==> config.mk <==
export PLATFORM = sky130hd
export DESIGN_NAME = fifo_wr_arbiter
export DESIGN_NICKNAME = d
export VERILOG_FILES = /design/src/rtl/fifo_arb_pkg.sv /design/src/rtl/rr_pick.sv /design/src/rtl/fifo_wr_arbiter.sv
export SDC_FILE = /design/constraint.sdc
export NUM_CORES = 1
export LEC_CHECK = 0
export BUFFER_PORTS_ARGS = -buffer_cell sky130_fd_sc_hd__buf_2
export CORE_UTILIZATION = 45
export CTS_CLUSTER_SIZE = 8
export DETAILED_ROUTE_END_ITERATION = 10
export PLACE_DENSITY = 0.77
export REMOVE_ABC_BUFFERS = 1
export SLEW_MARGIN = 15
export SYNTH_ARGS = -nofsm -noshare
export SYNTH_HDL_FRONTEND = slang
export SYNTH_SLANG_ARGS = --single-unit
==> constraint.sdc <==
create_clock -name wclk -period 1.7 [get_ports wclk]
set_clock_uncertainty 0.05 [all_clocks]
set_input_delay 0.255 -clock wclk [delete_from_list [all_inputs] [get_ports wclk]]
set_output_delay 0.255 -clock wclk [all_outputs]
set_load 0.02 [all_outputs]
==> src/rtl/fifo_arb_pkg.sv <==
// Shared types and default constants for the FIFO write-port arbiter.
package fifo_arb_pkg;

  localparam int DEF_DW        = 8;
  localparam int DEF_N_REQ     = 4;
  localparam int DEF_BURST_MAX = 4;

  localparam int OWNER_W = 3;
  localparam int CNT_W   = 16;

  typedef enum logic {
    IDLE  = 1'b0,
    GRANT = 1'b1
  } arb_state_t;

  // Increment that sticks at all-ones instead of wrapping.
  function automatic logic [CNT_W-1:0] sat_inc(input logic [CNT_W-1:0] v);
    return (v == {CNT_W{1'b1}}) ? v : v + 1'b1;
  endfunction

endpackage

==> src/rtl/rr_pick.sv <==
// Rotate-priority picker: first set request at or above rr_ptr, wrapping.
module rr_pick
  import fifo_arb_pkg::*;
#(
  parameter int N_REQ = DEF_N_REQ,
  parameter int IW    = $clog2(N_REQ)
) (
  input  logic [N_REQ-1:0] req,
  input  logic [IW-1:0]    rr_ptr,
  output logic [IW-1:0]    index,
  output logic             any
);

  localparam logic [IW:0] N_L = (IW+1)'(N_REQ);

  logic [2*N_REQ-1:0] dbl;
  logic [N_REQ-1:0]   rot;
  logic [IW-1:0]      off;
  logic [IW:0]        sum;

  // Rotate requests so rr_ptr sits at bit 0, take the lowest set bit, then
  // rotate the offset back into an absolute index modulo N_REQ.
  always_comb begin
    dbl = {req, req} >> rr_ptr;
    rot = dbl[N_REQ-1:0];
    off = '0;
    for (int i = N_REQ - 1; i >= 0; i--) begin
      if (rot[i]) off = IW'(i);
    end
    sum = {1'b0, rr_ptr} + {1'b0, off};
    if (sum >= N_L) sum = sum - N_L;
    index = sum[IW-1:0];
    any   = |req;
  end

endmodule

==> src/rtl/fifo_wr_arbiter.sv <==
// Arbitrates N_REQ word sources onto one FIFO write port in bursts.
//
// Handshake: req[i] is the valid of requester i and data slice i is its word;
// the word is consumed in a cycle where ack[i] is high. A requester must hold
// req and its word stable until it sees ack, then may present the next word or
// drop req. ack is combinational (same cycle as wen) and never asserts while
// full is high.
module fifo_wr_arbiter
  import fifo_arb_pkg::*;
#(
  parameter int DW        = DEF_DW,
  parameter int N_REQ     = DEF_N_REQ,
  parameter int BURST_MAX = DEF_BURST_MAX
) (
  input  logic                  wclk,
  input  logic                  rst,
  input  logic [N_REQ-1:0]      req,
  input  logic [N_REQ*DW-1:0]   data,
  output logic [N_REQ-1:0]      ack,
  input  logic                  full,
  output logic                  wen,
  output logic [DW-1:0]         wdata,
  output logic [OWNER_W-1:0]    owner,
  output logic                  busy,
  output logic [CNT_W-1:0]      wr_count,
  output logic [CNT_W-1:0]      stall_count
);

  localparam int IW = $clog2(N_REQ);
  localparam int BW = $clog2(BURST_MAX + 1);
  localparam logic [BW-1:0] BURST_LAST = BW'(BURST_MAX - 1);
  localparam logic [IW-1:0] LAST_IDX   = IW'(N_REQ - 1);

  arb_state_t       state_q;
  logic [IW-1:0]    owner_q;
  logic [IW-1:0]    rr_ptr_q;
  logic [BW-1:0]    burst_q;
  logic [CNT_W-1:0] wr_count_q;
  logic [CNT_W-1:0] stall_count_q;

  logic [IW-1:0]    pick_idx;
  logic             pick_any;
  logic [IW-1:0]    nxt_ptr;
  logic             owner_req;
  logic             do_write;
  logic [DW-1:0]    data_arr [N_REQ];

  rr_pick #(
    .N_REQ (N_REQ),
    .IW    (IW)
  ) u_pick (
    .req    (req),
    .rr_ptr (rr_ptr_q),
    .index  (pick_idx),
    .any    (pick_any)
  );

  // Split the flat data bus into per-requester words.
  always_comb begin
    for (int i = 0; i < N_REQ; i++) begin
      data_arr[i] = data[i*DW +: DW];
    end
  end

  assign busy      = (state_q == GRANT);
  assign owner_req = req[owner_q];
  assign do_write  = busy && owner_req && !full;
  assign nxt_ptr   = (owner_q == LAST_IDX) ? '0 : owner_q + 1'b1;

  assign wen         = do_write;
  assign wdata       = busy ? data_arr[owner_q] : '0;
  assign owner       = OWNER_W'(owner_q);
  assign wr_count    = wr_count_q;
  assign stall_count = stall_count_q;

  // ack is wen decoded onto the owner, so at most one bit is ever set.
  always_comb begin
    ack = '0;
    if (do_write) ack[owner_q] = 1'b1;
  end

  // Arbitration FSM with burst and statistics counters; every exit from
  // GRANT passes through one IDLE cycle where the next owner is picked.
  always_ff @(posedge wclk or negedge rst) begin
    if (!rst) begin
      state_q       <= IDLE;
      owner_q       <= '0;
      rr_ptr_q      <= '0;
      burst_q       <= '0;
      wr_count_q    <= '0;
      stall_count_q <= '0;
    end else begin
      case (state_q)
        IDLE: begin
          if (pick_any) begin
            owner_q <= pick_idx;
            burst_q <= '0;
            state_q <= GRANT;
          end
        end
        GRANT: begin
          if (!owner_req) begin
            state_q  <= IDLE;
            rr_ptr_q <= nxt_ptr;
          end else if (full) begin
            stall_count_q <= sat_inc(stall_count_q);
          end else begin
            wr_count_q <= sat_inc(wr_count_q);
            burst_q    <= burst_q + 1'b1;
            if (burst_q == BURST_LAST) begin
              state_q  <= IDLE;
              rr_ptr_q <= nxt_ptr;
            end
          end
        end
        default: state_q <= IDLE;
      endcase
    end
  end

endmodule

==> metrics <==
max-cap violations=0; met3 usage=0.0268; worst r2r src=owner_q[0]; main combinational cell family by area after synthesis=simple AND/OR/NAND/NOR gates; largest net degree at the start of global routing=25; power per cell area=1440 nW/µm²; CTS tree=yes; unrepaired setup endpoints after global routing=true; Primary FF master, synth=dfrtp_1; Ports=88; DP HPWL=4660 µm; die footprint=5630 µm²; Worst slew margin=0.628; # rows=26; first-pass iteration count of the detailed router=4; Critical Path AT=1.66 ns; routability congestion estimate=0.818; Final TNS setup=-7.10 ns; DR vias=2288; Yosys Warn Count=0; CTS sink cnt=40; initial antenna violation count=0; mux contribution to synthesized area=0.121; Reg2Reg Depth=8; Final Cycle Share=1.16; Core ar.=5110 µm²; final setup violation count=47; fin area=3660 µm²; Pleak=1.82 nW; Antenna Nets Post-Route=0; post-route minimum period=1.97 ns; crit path max fanout=5; synth cell count leaders=dfrtp_1 (40), xnor2_1 (25), nand3_1 (15), nand2_1 (14), nand4_1 (14); gr busiest metal=met2; # port buffers=86; Root Buffer=clkbuf_8; P&R area growth vs syn=52.6%; Max Fclk=508 MHz; ranking of synthesized cells by area=dfrtp_1 (42%), xnor2_1 (9.1%), mux4_2 (7.5%); final hold vios=0; # DRC=0; proportion of layout cells with a drive suffix above 1=0.537; die height=75.0 µm; post-synth top area cell=dfrtp_1; critical path endpoint category=output port; starting density of the core=0.470; area share of the largest cell type after synthesis=0.417; syn_area_per_cell=10.6 µm²; Synth Area in Adders=0.0469; global-route wire length before repair=9720 µm; post-synthesis compound-gate area fraction=0.0652; Global Route met2 Usage=0.435; Via density=5.21; Setup crit start kind=flop; Area after DPL=3230 µm²; hold slack=0.443 ns; Avg WL per Cell=14.7 µm; Slew @ Worst Pin=0.558 ns; clk_lat worst skew=0.29 ns; WP data required=1.39 ns; sequential area share after synthesis=0.417; number of global-route vias before repair=2288; status=finished with violations; Finished Layout Cells=439; Max H-tree Level=2; Synth Cell Area=2400 µm²; flops & latches, synth=40; most frequent cell after synthesis=dfrtp_1; Tot GR Track Use=0.227; Final nets=417; Tot Pwr=0.00527 W; ANT cells=0; failing checks=setup timing; XOR/XNOR Fraction of Synth Area=0.106; critical path type=reg -> out; die width=75.0 µm; post-synthesis simple-gate area fraction=0.209; Final Max Slew Viols=0; R2R setup slack=-0.21 ns; CTS clk-pin slew, worst paths=0.07 ns; Iter 0 DRT Violations=73; cells after synthesis=226; Placed Instances=422; Tightest Hold Check Type=in -> async; post-synthesis async set-or-reset flop share=1.00; Peak VDD IR=0.997 mV; r2r endpoint=wr_count[15]; met1 usage=0.259; EDFF count, synth=0; FILL cells=389; Setup WS post-layout=-0.270 ns; grt ovf=0; total CTS buffers=5; drt total wl=6450 µm; clock tree buffer depth=2; count of cell types in the netlist=41
## critical path, cell delays in order, from the launching register on
cell and delay (ns):
dfrtp_2 0.44, buf_6 0.16, mux4_2 0.51, and2_4 0.16, buf_6 0.12
## state kept, by name, summed over array words and instances, names as in the netlist
register     flops
stall_count     16
wr_count        16
burst_q          3
owner_q          2
rr_ptr_q         2
busy             1
## per-stage QoR
step                      utilization  setup slack [ns]
after global routing            0.717            -0.358
after detailed placement        0.633            -0.118
after CTS                       0.694            -0.253
final                           0.717            -0.270
after global placement          0.633            -0.108
after floorplan                     -            -0.783
## layout make-up
class	count	area, µm²	share of cell area
inverters	9	33.8	0.00923
clock inverters	1	5.00	0.00137
well taps	70	87.6	0.0239
multi-input cells	169	1470	0.402
repair buffers	144	987	0.270
flip-flops and latches	40	1000	0.274
clock buffers	6	72.6	0.0198
## how the worst max path moves through the flow
stage	endpoint	start
floorplan	wr_count[1]	owner_q[0]
global placement	stall_count[1]	owner_q[1]
detailed placement	stall_count[1]	owner_q[1]
CTS	wdata[0]	owner_q[0]
global route	ack[3]	owner_q[0]
finish	wdata[2]	owner_q[0]
## metal layers
metal | part of all wire | vias to the layer above
met3 | 0.060 | 10
li1 | - | 1090
met1 | 0.39 | 1099
met4 | 0.015 | 0
met5 | 0 | -
met2 | 0.54 | 89
## power by group
group | total [W] | switching, W | internal [W]
clock network | 0.000601 | 0.000322 | 0.000279
logic | 0.00329 | 0.00152 | 0.00177
registers | 0.00138 | 0.000205 | 0.00117
total | 0.00527 | 0.00205 | 0.00322
## layout by cell type (no fill, tap or decap), types with 3 or more instances in the layout
master    Yosys  layout
xor2_1        4       4
and2_4        0      13
nand2_1      14      12
a21oi_1       7       7
nor2b_1       4       3
inv_1         9       9
mux2_2        7       4
mux2_4        0       3
nand3_1      15      10
xnor2_1      25      22
buf_6         1      23
buf_4         1      47
nand4_1      14      14
clkbuf_8      0       5
buf_2         4      73
ha_1          9       9
dfrtp_1      40      39
xnor2_2       0       3
and3_1        6       6
nor2_1       12      12
mux4_2        8       8
nand3_2       0       4
and4_1        4       3
## cell families (layout without fill, tap and decap cells)
| kind of cell | count (synthesis) | in the layout |
|---|---|---|
| AO/OA/AOI/OAI | 21 | 21 |
| AND/OR/NAND/NOR | 91 | 91 |
| multiplexers | 18 | 18 |
| buffers and inverters | 17 | 160 |
| XOR/XNOR | 29 | 29 |
| flip-flops | 40 | 40 |
| other | 1 | 1 |
| adder cells (fa/ha/maj) | 9 | 9 |
## timing repair
| item | in CTS | in global routing |
|---|---|---|
| endpoints found under the hold margin | 22 | 0 |
| gates cloned | 0 | 0 |
| endpoints found under the setup margin | 42 | 47 |
| gates resized for setup | 53 | 22 |
| pin swaps | 16 | 21 |
| setup buffers | 6 | 3 |
| hold buffers | 1 | 0 |
No activity file was read; power rests on OpenSTA's default activity.
